[src/rtl/ram_dp_arbiter.sv]
// Purpose: round-robin arbiter that shares the A/B ports of a true dual-port RAM between NR_REQ requesters.
// Latency: grants and RAM drive are combinational; read data returns one cycle after the grant.
// Backpressure: req_ready marks the winners; losers and hazard-blocked requests stay pending at the requester.
//
// Ports: clock/reset_ (async, active-low); req_valid/req_ready/req_wr/req_addr/req_wdata request side
// (packed per requester); rsp_valid/rsp_rdata read return; init_done; ram_{address,wren,data,q}_{a,b} RAM side.
// Build option: define RAM_ARB_INIT_EN to clear the RAM to zero after reset before any grant.
module ram_dp_arbiter #(
  parameter int NR_REQ = 4,
  parameter int DEPTH  = 512,
  parameter int WIDTH  = 8,
  localparam int DEPTH_BITS = $clog2(DEPTH)
) (
  input  logic                         clock,
  input  logic                         reset_,
  input  logic [NR_REQ-1:0]            req_valid,
  output logic [NR_REQ-1:0]            req_ready,
  input  logic [NR_REQ-1:0]            req_wr,
  input  logic [NR_REQ*DEPTH_BITS-1:0] req_addr,
  input  logic [NR_REQ*WIDTH-1:0]      req_wdata,
  output logic [NR_REQ-1:0]            rsp_valid,
  output logic [NR_REQ*WIDTH-1:0]      rsp_rdata,
  output logic                         init_done,
  output logic [DEPTH_BITS-1:0]        ram_address_a,
  output logic                         ram_wren_a,
  output logic [WIDTH-1:0]             ram_data_a,
  input  logic [WIDTH-1:0]             ram_q_a,
  output logic [DEPTH_BITS-1:0]        ram_address_b,
  output logic                         ram_wren_b,
  output logic [WIDTH-1:0]             ram_data_b,
  input  logic [WIDTH-1:0]             ram_q_b
);

  localparam int IDXW = $clog2(NR_REQ);

  typedef enum logic {ST_INIT, ST_RUN} state_t;

  state_t                  state_q, state_d;
  logic [IDXW-1:0]         rr_ptr_q, rr_ptr_d;
  logic                    init_done_q, init_done_d;
  logic [DEPTH_BITS-1:0]   addr_a_q, addr_a_d, addr_b_q, addr_b_d;
  logic [WIDTH-1:0]        data_a_q, data_a_d, data_b_q, data_b_d;
  logic [NR_REQ-1:0]       rd_vld_q, rd_vld_d, rd_port_q, rd_port_d;
  logic [NR_REQ*WIDTH-1:0] rdata_q, rdata_d;

`ifdef RAM_ARB_INIT_EN
  localparam logic [DEPTH_BITS:0] CNT_ONE = (DEPTH_BITS+1)'(1);
  localparam logic [DEPTH_BITS:0] CNT_TWO = (DEPTH_BITS+1)'(2);
  localparam logic [DEPTH_BITS:0] DEPTH_C = (DEPTH_BITS+1)'(DEPTH);
  // One spare bit so cnt+2 cannot wrap on the final clear step.
  logic [DEPTH_BITS:0]     cnt_q, cnt_d, cnt_p1;
`endif

  logic                    a_vld, b_vld, b_gnt;
  logic [IDXW-1:0]         a_idx, b_idx;
  logic [DEPTH_BITS-1:0]   a_addr, b_addr;
  int                      srch_idx;

  function automatic logic [IDXW-1:0] nxt(input logic [IDXW-1:0] i);
    return (i == IDXW'(NR_REQ-1)) ? '0 : i + 1'b1;
  endfunction

  // Circular search from rr_ptr: first valid requester takes port A, the next one port B.
  always_comb begin
    a_vld    = 1'b0;
    b_vld    = 1'b0;
    a_idx    = '0;
    b_idx    = '0;
    srch_idx = 0;
    for (int k = 0; k < NR_REQ; k++) begin
      srch_idx = int'(rr_ptr_q) + k;
      if (srch_idx >= NR_REQ) srch_idx = srch_idx - NR_REQ;
      if (req_valid[IDXW'(srch_idx)]) begin
        if (!a_vld) begin
          a_vld = 1'b1;
          a_idx = IDXW'(srch_idx);
        end else if (!b_vld) begin
          b_vld = 1'b1;
          b_idx = IDXW'(srch_idx);
        end
      end
    end
  end

  assign a_addr = req_addr[a_idx*DEPTH_BITS +: DEPTH_BITS];
  assign b_addr = req_addr[b_idx*DEPTH_BITS +: DEPTH_BITS];
  // Same address on both ports is only safe when both are reads.
  assign b_gnt  = b_vld && !((a_addr == b_addr) && (req_wr[a_idx] || req_wr[b_idx]));

  always_comb begin
    state_d     = state_q;
    rr_ptr_d    = rr_ptr_q;
    init_done_d = init_done_q;
    addr_a_d    = addr_a_q;
    addr_b_d    = addr_b_q;
    data_a_d    = data_a_q;
    data_b_d    = data_b_q;
    rd_vld_d    = '0;
    rd_port_d   = rd_port_q;
    req_ready   = '0;
    ram_wren_a  = 1'b0;
    ram_wren_b  = 1'b0;
`ifdef RAM_ARB_INIT_EN
    cnt_d       = cnt_q;
    cnt_p1      = cnt_q + CNT_ONE;
`endif
    case (state_q)
      ST_INIT: begin
`ifdef RAM_ARB_INIT_EN
        // Gate with reset_ so the clear writes never reach the RAM while reset is held.
        if (reset_) begin
          ram_wren_a = 1'b1;
          addr_a_d   = cnt_q[DEPTH_BITS-1:0];
          data_a_d   = '0;
          if (cnt_p1 < DEPTH_C) begin
            ram_wren_b = 1'b1;
            addr_b_d   = cnt_p1[DEPTH_BITS-1:0];
            data_b_d   = '0;
          end
          cnt_d = cnt_q + CNT_TWO;
          if (cnt_q + CNT_TWO >= DEPTH_C) begin
            state_d     = ST_RUN;
            init_done_d = 1'b1;
          end
        end
`else
        state_d     = ST_RUN;
        init_done_d = 1'b1;
`endif
      end
      default: begin
        if (a_vld) begin
          req_ready[a_idx] = 1'b1;
          ram_wren_a       = req_wr[a_idx];
          addr_a_d         = a_addr;
          data_a_d         = req_wdata[a_idx*WIDTH +: WIDTH];
          if (!req_wr[a_idx]) begin
            rd_vld_d[a_idx]  = 1'b1;
            rd_port_d[a_idx] = 1'b0;
          end
          rr_ptr_d = nxt(a_idx);
        end
        if (b_gnt) begin
          req_ready[b_idx] = 1'b1;
          ram_wren_b       = req_wr[b_idx];
          addr_b_d         = b_addr;
          data_b_d         = req_wdata[b_idx*WIDTH +: WIDTH];
          if (!req_wr[b_idx]) begin
            rd_vld_d[b_idx]  = 1'b1;
            rd_port_d[b_idx] = 1'b1;
          end
          rr_ptr_d = nxt(b_idx);
        end
      end
    endcase
  end

  // Read data: show the RAM output in the return cycle, then keep showing it.
  always_comb begin
    rdata_d = rdata_q;
    for (int i = 0; i < NR_REQ; i++) begin
      if (rd_vld_q[i]) rdata_d[i*WIDTH +: WIDTH] = rd_port_q[i] ? ram_q_b : ram_q_a;
    end
  end

  always_ff @(posedge clock or negedge reset_) begin
    if (!reset_) begin
      state_q     <= ST_INIT;
      rr_ptr_q    <= '0;
      init_done_q <= 1'b0;
      addr_a_q    <= '0;
      addr_b_q    <= '0;
      data_a_q    <= '0;
      data_b_q    <= '0;
      rd_vld_q    <= '0;
      rd_port_q   <= '0;
      rdata_q     <= '0;
`ifdef RAM_ARB_INIT_EN
      cnt_q       <= '0;
`endif
    end else begin
      state_q     <= state_d;
      rr_ptr_q    <= rr_ptr_d;
      init_done_q <= init_done_d;
      addr_a_q    <= addr_a_d;
      addr_b_q    <= addr_b_d;
      data_a_q    <= data_a_d;
      data_b_q    <= data_b_d;
      rd_vld_q    <= rd_vld_d;
      rd_port_q   <= rd_port_d;
      rdata_q     <= rdata_d;
`ifdef RAM_ARB_INIT_EN
      cnt_q       <= cnt_d;
`endif
    end
  end

  assign ram_address_a = addr_a_d;
  assign ram_data_a    = data_a_d;
  assign ram_address_b = addr_b_d;
  assign ram_data_b    = data_b_d;
  assign rsp_valid     = rd_vld_q;
  assign rsp_rdata     = rdata_d;
  assign init_done     = init_done_q;

endmodule

[config.mk]
export PLATFORM = sky130hd
export DESIGN_NAME = ram_dp_arbiter
export DESIGN_NICKNAME = d
export VERILOG_FILES = /design/src/rtl/ram_dp_arbiter.sv
export SDC_FILE = /design/constraint.sdc
export NUM_CORES = 1
export LEC_CHECK = 0
export ABC_AREA = 1
export BUFFER_PORTS_ARGS = -buffer_cell sky130_fd_sc_hd__buf_2
export CAP_MARGIN = 0
export CORE_UTILIZATION = 45
export DETAILED_ROUTE_END_ITERATION = 10
export GPL_TIMING_DRIVEN = 0
export PLACE_DENSITY = 0.75
export SLEW_MARGIN = 20
export SYNTH_ARGS = -nofsm -noshare
export SYNTH_HDL_FRONTEND = slang
export SYNTH_SLANG_ARGS = --single-unit
[constraint.sdc]
create_clock -name clock -period 5.6 [get_ports clock]
set_input_delay 0.28 -clock clock [delete_from_list [all_inputs] [get_ports clock]]
set_output_delay 0.28 -clock clock [all_outputs]
set_load 0.005 [all_outputs]
==> flow_summary.json <==
{
  "status": "finished, final reports clean",
  "die_w_um": 116,
  "dieArea_um2": 13300,
  "drv_slew": 0,
  "clock_path_buffers": 2,
  "vias": 6305,
  "maxCapViolations": 0,
  "avgSynthCellArea_um2": 6.69,
  "cp-end-kind": "output pin",
  "fin_crit_ns": 4.01,
  "coreArea_um2": 12600,
  "port_buffers": 170,
  "fp-row-count": 41,
  "tightest_slew_ns": 0.672,
  "antenna_found_initial": 0,
  "fmax_mhz": 249,
  "layout-drive-gt1-share_pct": 24.7,
  "syn_inst": 867,
  "first_pass_iters": 5,
  "rrSetupSlack_ns": 2.27,
  "crit_type": "reg -> out",
  "cp_data_arrival_time_ns": 3.73,
  "via_per_inst": 5.14,
  "ant_nets": 0,
  "num-fill-cells": 1216,
  "synth_seq_cells": 78,
  "area_growth_pct": 24.4,
  "synth_top_area_share_pct": 33.7,
  "required_ns": 5.32,
  "grt_usage_pct": 26.8,
  "hold_class": "in -> reg",
  "first_iter_violations": 536,
  "max_stage_delay_ns": 0.41,
  "synth_ff_type": "dfrtp_1",
  "tns_ns": 0,
  "grt_pass1_vias": 5698,
  "rr_worst_depth": 27,
  "seq_area_frac_synth_pct": 33.7,
  "htree_levels": 3,
  "netlist_area_um2": 5800,
  "clk_latency_ns": 0.34,
  "drc": 0,
  "nNetsFinal": 1154,
  "min_period_over_period_pct": 71.7,
  "finalHoldViolCount": 0,
  "cts_tree": "built",
  "die_h_um": 116,
  "root_buffer": "clkbuf_16",
  "diodes": 0,
  "path_clk_slew_ns": 0.06,
  "hold_depth": 3,
  "crit_path_end": "ram_address_b[3]",
  "crit_start": "rr_ptr_q[0]$_DFFE_PN0P_",
  "netlist_top_cells_area": "dfrtp_1 34%, nand2_1 18%, nand3_1 8.5%",
  "synth_edf_count": 0,
  "async_reset_ff_share_pct": 100,
  "path_max_fanout": 10,
  "hpwl_um": 13600,
  "finalSetupViolations": 0,
  "rsz0062_at_grt": "no",
  "synth_top_area_cell": "dfrtp_1",
  "wl_um": 17900,
  "yosysMostFrequentCell": "nand2_1",
  "wl_per_cell_um": 14.6,
  "overflow": 0,
  "r2r_start": "rr_ptr_q[0]$_DFFE_PN0P_",
  "synth_fp_nets": 971,
  "grt_pass1_wl_um": 27600,
  "routabilityCongestion": 0.924,
  "initial_utilization_pct": 46.1,
  "cts.sinks": 78,
  "post_cts_resized": 0,
  "r2r_end": "addr_b_q[3]$_DFF_PN0_",
  "relSlewSlack_pct": 54.7,
  "cts_buffers": 9,
  "skew_ns": 0.00675,
  "yosysUniqueCellTypes": 35,
  "worstSetupStartpointType": "register",
  "cp_slowest_cell": "dfrtp_1",
  "grt_max_degree": 49,
  "io-pin-count": 171,
  "post_synth_most_frequent_cells": "281 x nand2_1, 98 x nand3_1, 93 x inv_1",
  "yosys_warnings": 0,
  "cp_common_cell": "nand2_1"
}
==> through the flow <==
step,utilization (%),cells,cell area (um^2),setup WS [ns],hold WS [ns]
final,57.4,1226,7210,1.59,0.239
after floorplan,-,867,5800,2.60,-0.0156
after detailed placement,54.8,1210,6890,1.95,0.250
after global placement,54.6,1209,6860,1.97,0.449
after CTS,57.4,1226,7210,1.57,0.221
after global routing,57.4,1226,7210,1.21,0.245
==> cell families (layout without fill, tap and decap cells) <==
family                     Yosys count  in the layout  share of synthesized area, %
and+or+nand+nor                    449            449                          33.5
xor gates and xnor gates             1              1                         0.151
DFF                                 78             78                          33.7
buffers and inverters              148            335                          11.2
adders and majority gates           10             10                          2.16
other                                1              1                        0.0647
AOI/OAI and AO/OA                  180            180                          19.3
==> flip-flops by register name, summed over array words and instances, names as in the netlist <==
register   cells
rdata_q       32
addr_a_q       9
rr_ptr_q       2
rsp_valid      4
rd_port_q      4
init_done      1
addr_b_q       9
data_a_q       8
state_q        1
data_b_q       8
==> worst min path at each step <==
stage / start / end
3_3_place_gp: addr_b_q[4]$_DFF_PN0_ / addr_b_q[4]$_DFF_PN0_
4_1_cts: ram_q_b[6] / rdata_q[30]$_DFF_PN0_
6_report: ram_q_b[6] / rdata_q[30]$_DFF_PN0_
3_5_place_dp: reset_ / rdata_q[6]$_DFF_PN0_
5_1_grt: ram_q_b[6] / rdata_q[22]$_DFF_PN0_
2_1_floorplan: reset_ / addr_a_q[0]$_DFF_PN0_
==> critical path, delay by kind of cell, from the launching register on <==
kind | cells | cell delay, ns
AO/OA/AOI/OAI | 1 | 0.09
adder cells (fa/ha/maj) | 1 | 0.31
buffers and inverters | 6 | 0.76
flip-flops | 1 | 0.41
AND/OR/NAND/NOR | 20 | 1.81
==> placed cells by master, fill, tap and decap left out, types with 2 or more instances in the layout <==
master / synthesis / routed
buf_4: 3 / 4
nand3_2: 2 / 2
buf_6: 8 / 8
clkbuf_16: 0 / 9
nand2_2: 14 / 14
clkbuf_1: 26 / 26
a21oi_1: 65 / 65
o21ai_1: 3 / 3
o21a_1: 39 / 39
nor2_2: 2 / 2
nor2_1: 42 / 42
buf_1: 2 / 2
clkinv_1: 3 / 3
a21oi_4: 2 / 2
buf_2: 8 / 177
nand2_4: 5 / 5
inv_1: 93 / 93
o211ai_1: 5 / 5
inv_2: 4 / 4
nand3_1: 98 / 98
dfrtp_1: 78 / 78
o21ai_2: 19 / 19
nand2_1: 281 / 281
clkbuf_8: 0 / 2
ha_1: 10 / 10
o21ai_0: 44 / 44
==> layout make-up <==
| class | count | area (um^2) | share of cell area (%) |
|---|---|---|---|
| plain buffers | 48 | 273 | 3.78 |
| flip-flops and latches | 78 | 1950 | 27.1 |
| clock inverters | 4 | 55.1 | 0.763 |
| clock buffers | 11 | 253 | 3.51 |
| multi-input cells | 641 | 3200 | 44.3 |
| repair buffers | 172 | 891 | 12.4 |
| well taps | 172 | 215 | 2.98 |
| inverters | 100 | 375 | 5.21 |
==> what timing repair did <==
action | CTS | global route
buffers inserted | 0 | 0
hold buffers | 1 | 0
endpoints found under the setup margin | 0 | 0
hold endpoints to repair | 30 | 0
==> routing by layer <==
metal	routed length, um	track usage [%]	up-vias	part of all wire (%)
met5	0	0	-	0
met4	347	7.88	0	1.9
met3	1450	5.65	28	8.1
met2	8450	46.3	287	47
met1	7610	33.6	2858	43
li1	-	-	3132	-
Power is left out: the tool's default activity adds up to more than one toggle a clock period on the data nets, which glitch-free logic cannot reach.
